===== src/rtl/risky_defs.sv =====
// Shared definitions for the risky core bus arbiters: the arbiter state encoding
// and the fixed requester index assignment on the internal bus.
package risky_defs;

    localparam logic [1:0] RISKY_ARB_IDLE  = 2'd0;
    localparam logic [1:0] RISKY_ARB_GRANT = 2'd1;
    localparam logic [1:0] RISKY_ARB_TURN  = 2'd2;

    localparam int RISKY_ARB_PC      = 0;
    localparam int RISKY_ARB_REGFILE = 1;
    localparam int RISKY_ARB_ALU     = 2;
    localparam int RISKY_ARB_MEM     = 3;

endpackage


===== src/rtl/risky_rr_pick.sv =====
// Combinational round-robin picker: scans from owner+1 upward with wrap, so the
// previous owner is considered last and wins only when it is the sole requester.
module risky_rr_pick #(
    parameter int N_REQ = 4,
    parameter int OW    = $clog2(N_REQ)
) (
    input  logic [N_REQ-1:0] req,
    input  logic [OW-1:0]    owner,
    output logic [N_REQ-1:0] win_oh,
    output logic [OW-1:0]    win_idx,
    output logic             found
);

    logic [OW-1:0] cand;

    always_comb begin
        win_oh  = '0;
        win_idx = '0;
        found   = 1'b0;
        cand    = '0;
        for (int i = 1; i <= N_REQ; i++) begin
            cand = OW'((int'(owner) + i) % N_REQ);
            if (!found && req[cand]) begin
                found         = 1'b1;
                win_oh[cand]  = 1'b1;
                win_idx       = cand;
            end
        end
    end

endmodule


===== src/rtl/risky_bus_arb.sv =====
// Round-robin arbiter for the shared risky core bus with a dead turnaround cycle
// between owners. Optional grant timeout: define RISKY_BUS_ARB_TIMEOUT_EN.
module risky_bus_arb #(
    parameter int N_REQ   = 4,
    parameter int TIMEOUT = 15
) (
    input  logic                     clk,
    input  logic                     rst_n,
    input  logic [N_REQ-1:0]         req,
    input  logic [N_REQ-1:0]         last,
    output logic [N_REQ-1:0]         gnt,
    output logic [$clog2(N_REQ)-1:0] owner,
    output logic                     busy,
    output logic                     timeout_err
);

    import risky_defs::*;

    localparam int OW = $clog2(N_REQ);

    // Handshake: req is a level request that the unit holds for the whole
    // transfer; gnt[i] high means unit i owns the bus this cycle. The owner
    // releases by dropping req, or by holding req with last high on its final
    // beat. Non-owner req/last are ignored until the next arbitration.
    logic [1:0]       state;
    logic [N_REQ-1:0] pick_oh;
    logic [OW-1:0]    pick_idx;
    logic             pick_any;
    logic             rel;
    logic             to_hit;

    risky_rr_pick #(.N_REQ(N_REQ), .OW(OW)) u_pick (
        .req     (req),
        .owner   (owner),
        .win_oh  (pick_oh),
        .win_idx (pick_idx),
        .found   (pick_any)
    );

    assign rel = !req[owner] || last[owner];

`ifdef RISKY_BUS_ARB_TIMEOUT_EN
    logic [7:0] to_cnt;

    // to_cnt counts completed grant cycles; this edge ends cycle TIMEOUT.
    assign to_hit = (to_cnt == 8'(TIMEOUT - 1));

    always_ff @(posedge clk or negedge rst_n) begin
        if (!rst_n) begin
            to_cnt      <= 8'd0;
            timeout_err <= 1'b0;
        end else begin
            timeout_err <= 1'b0;
            if (state == RISKY_ARB_GRANT) begin
                to_cnt <= to_cnt + 8'd1;
                if (to_hit && !rel) begin
                    timeout_err <= 1'b1;
                end
            end else begin
                to_cnt <= 8'd0;
            end
        end
    end
`else
    logic unused_timeout;

    assign to_hit         = 1'b0;
    assign timeout_err    = 1'b0;
    assign unused_timeout = (TIMEOUT > 255);
`endif

    always_ff @(posedge clk or negedge rst_n) begin
        if (!rst_n) begin
            state <= RISKY_ARB_IDLE;
            gnt   <= '0;
            owner <= OW'(N_REQ - 1);
            busy  <= 1'b0;
        end else begin
            case (state)
                RISKY_ARB_IDLE, RISKY_ARB_TURN: begin
                    if (pick_any) begin
                        state <= RISKY_ARB_GRANT;
                        gnt   <= pick_oh;
                        owner <= pick_idx;
                        busy  <= 1'b1;
                    end else begin
                        state <= RISKY_ARB_IDLE;
                    end
                end
                RISKY_ARB_GRANT: begin
                    if (rel || to_hit) begin
                        state <= RISKY_ARB_TURN;
                        gnt   <= '0;
                        busy  <= 1'b0;
                    end
                end
                default: begin
                    state <= RISKY_ARB_IDLE;
                    gnt   <= '0;
                    busy  <= 1'b0;
                end
            endcase
        end
    end

endmodule


===== config.mk =====
export PLATFORM = sky130hd
export DESIGN_NAME = risky_bus_arb
export DESIGN_NICKNAME = d
export VERILOG_FILES = /design/src/rtl/risky_defs.sv /design/src/rtl/risky_rr_pick.sv /design/src/rtl/risky_bus_arb.sv
export SDC_FILE = /design/constraint.sdc
export NUM_CORES = 1
export LEC_CHECK = 0
export BUFFER_PORTS_ARGS = -buffer_cell sky130_fd_sc_hd__buf_2
export CAP_MARGIN = 30
export CORE_MARGIN = 1.5
export CORE_UTILIZATION = 45
export CTS_BUF_LIST = sky130_fd_sc_hd__clkbuf_16
export DETAILED_ROUTE_END_ITERATION = 8
export GPL_ROUTABILITY_DRIVEN = 0
export PLACE_DENSITY = 0.76
export SLEW_MARGIN = 25
export SYNTH_ARGS = -nofsm -noshare
export SYNTH_HDL_FRONTEND = slang
export SYNTH_HIERARCHICAL = 1
export SYNTH_SLANG_ARGS = --single-unit
export TNS_END_PERCENT = 20

===== constraint.sdc =====
create_clock -name clk -period 2.8 [get_ports clk]
set_clock_uncertainty 0.05 [all_clocks]
set_input_delay 0.56 -clock clk [delete_from_list [all_inputs] [get_ports clk]]
set_output_delay 0.56 -clock clk [all_outputs]
set_load 0.01 [all_outputs]

==> impl_results.md <==
- Unrepaired setup endpoints after global routing: false
- Count of placed standard cells including taps: ~150
- Number of synthesized register bits: 9
- Die boundary height: 50.3 µm
- Longest Clk Path Bufs: 2
- H-tree depth: 1
- # hold bufs at CTS: 0
- Initial antenna violation count: 0
- Synthesis-to-layout area growth: 15.3%
- Maximum number of pins on one net before global-route repair: 22
- Synthesized area divided by synthesized cell count: 9.40 µm²
- Count of pins on the block boundary: 18
- Sequential fraction of the synthesis area: 0.226
- Post-route insts no fill: 150
- 1st-pass router iterations: 4
- Port Buffer Count: 16
- CTS tree: built
- Post-CTS Setup Inserts: 0
- Count of flip-flops with a built-in enable after synthesis: 0
- Clock slew at reported path FFs: ~40 ps
- Total number of placement rows: 16
- Total length of routed wires: 2340 µm
- Pwr/cell area: between 1000 and 1500 mW/mm²
- Drt initial violations: 41
- Run status: complete, no violations
- Floorplan Core Area: just over 0.002 mm²
- GRT Total Usage: 0.208
- Via count of the first global-routing pass: a little over 900
- Maximum frequency from static timing analysis: 414 MHz
- Half-perimeter wire length of the detailed placement result: about 1700 µm
- Critical Path RT: 2840 ps
- Post-detailed-route count of antenna-violating nets: 0
- Final hold violation count: 0
- Global-route congestion overflow total: 0
- Switching power share of the total: 0.445
- First-pass GRT wire length: ~4000 µm
- Number of sinks on the clock net: 9
- Most frequently used flop master after synthesis: sky130_fd_sc_hd__dfrtp_1
- Total power: approximately 1.4 mW
- Worst supply voltage drop on vdd: ~0.56 mV
- Total nets after synthesis: 125
- Via total after detailed routing: roughly 900
- N_diodes: 0
- Arrival @ worst endpoint: approximately 2500 ps
- Type of the setup path with the least slack: reg -> reg
- Count of endpoints failing setup in the final report: 0
- Skew-Pair Late Insertion Delay: about 230 ps
- DRC viols: 0
- Routed met1 length: 1010 µm
- Avg WL per Cell: between 15 and 20 µm
- Period utilisation layout: 0.863
- Highest-count cells in the layout ignoring fill and taps: 16 x sky130_fd_sc_hd__nand2_1, 16 x sky130_fd_sc_hd__buf_2, 8 x sky130_fd_sc_hd__ha_1, 7 x sky130_fd_sc_hd__dfrtp_1
- Final #Nets: 142
- Synthesized instance count: 107
- Routed vias/inst: about 6
- Net load switching power: 618 µW
- Area fraction of the dominant cell type after synthesis: 0.174
- Number of buffers created by CTS: 3
- Setup Total Neg Slack: 0 ps
- Number of gates resized after cts: 0
- Ys Warns: 6
- Starting density of the core: 0.493
- Internal power component: slightly below 800 µW
- Total area of multi-input combinational cells: between 700 and 800 µm²
- Horizontal die dimension: just over 50 µm
- Comb power frac: 0.655
- Ratio of cells with drive above 1 in the final layout: 0.301
- Max-cap check violation count: 0
- Sequential group share of total power: 0.169
- Kind of launch point of the worst setup path: register
- Number of fill cells in the layout: between 150 and 200
- Clock Power Share: 0.175
- Min cycle time layout: ~2400 ps
- Async S/R FF share, synth: 1.00
- Leakage: approximately 0.53 nW
- Peak fanout along the critical path: 8
- Root buffer selected by CTS: sky130_fd_sc_hd__clkbuf_16
- Top cell type by total area after synthesis: sky130_fd_sc_hd__dfrtp_1
- Routed wl met2: 1160 µm
- Number of max-slew violations in the final report: 0
- Critical path capture point type: register
- Register area: 228 µm²
- Ranking of synthesized cells by area: sky130_fd_sc_hd__dfrtp_1 17%, sky130_fd_sc_hd__ha_1 10%, sky130_fd_sc_hd__mux2i_1 6.0%
- Die Outline Area: approximately 0.0025 mm²
- Top Metal Used: met4
- Hold WC Path Type: in -> async
- Netlist area before placement: slightly above 0.001 mm²
- Count of different cell masters after synthesis: between 40 and 50
- Met3 routed WL: 127 µm
synth_stat cells (2+ instances only):
cell                        n
sky130_fd_sc_hd__o22ai_1    4
sky130_fd_sc_hd__a21oi_1    2
sky130_fd_sc_hd__nor2_1     6
sky130_fd_sc_hd__buf_6      3
sky130_fd_sc_hd__dfrtp_1    7
sky130_fd_sc_hd__ha_1       8
sky130_fd_sc_hd__nand2_1   16
sky130_fd_sc_hd__o21ai_0    2
sky130_fd_sc_hd__buf_4      2
sky130_fd_sc_hd__a221o_1    4
sky130_fd_sc_hd__dfstp_2    2
sky130_fd_sc_hd__a21boi_0   2
sky130_fd_sc_hd__inv_1      5
sky130_fd_sc_hd__o21ai_1    5
sky130_fd_sc_hd__nor2b_1    3
sky130_fd_sc_hd__mux2i_1    6
sky130_fd_sc_hd__mux2_2     2
worst max-delay path, stage by stage (launching register included):
cell                      delay [ps]
sky130_fd_sc_hd__dfstp_2         520
sky130_fd_sc_hd__inv_1           120
sky130_fd_sc_hd__ha_1            540
sky130_fd_sc_hd__mux2i_4         380
sky130_fd_sc_hd__o21ai_1         110
sky130_fd_sc_hd__a221o_1         290
sky130_fd_sc_hd__mux2i_1         160
sky130_fd_sc_hd__o22ai_1         100
layout make-up:
type / count / share of cell area
multi-input cells: 86 / 0.605
flip-flops and latches: 9 / 0.196
repair buffers: 18 / 0.0820
clock buffers: 3 / 0.0647
well taps: 27 / 0.0291
inverters: 6 / 0.0194
clock inverters: 1 / 0.00324
registers in the layout, summed over array words and instances (netlist names):
register and cells:
busy 1, owner 2, gnt 4, state 2
power groups by stage:
stage	logic [mW]	registers [mW]	clock network, mW
final	0.911	0.235	0.244
after global routing	0.996	0.244	0.254
after CTS	0.902	0.235	0.244
after detailed placement	0.894	0.236	0
after global placement	0.864	0.235	0
after floorplan	0.668	0.291	0
worst paths after layout:
path                          start       end  slack, ps  depth (start not counted)
hold / removal                rst_n    gnt[2]        130                          1
setup / recovery           owner[1]    gnt[1]        380                          7
setup reg to reg           owner[1]    gnt[1]        380                          7
max in group asynchronous     rst_n  owner[1]       2330                          1
min in group clk           state[1]      busy        430                          1
hold reg to reg            state[1]      busy        430                          1
per-stage QoR:
step	setup slack (ps)	util	hold slack, ps	area (µm²)
4_1_cts	396	0.568	130	1160
6_report	385	0.568	125	1160
5_1_grt	260	0.568	139	1160
3_5_place_dp	397	0.529	365	1080
2_1_floorplan	429	-	214	1010
3_3_place_gp	515	0.529	363	1080
routing by layer:
metal	vias up	global-route usage
met1	441	0.287
li1	424	-
met4	0	0.0972
met5	-	0
met2	35	0.322
met3	4	0.0238
cells by family after synthesis:
kind of cell    share of synthesized area
simple gates                        0.231
compound gates                      0.236
buf+inv                            0.0759
mux                                 0.127
flops                               0.226
fa+ha+maj                          0.0995
other cells                       0.00373
No activity file was read; power rests on OpenSTA's default activity.
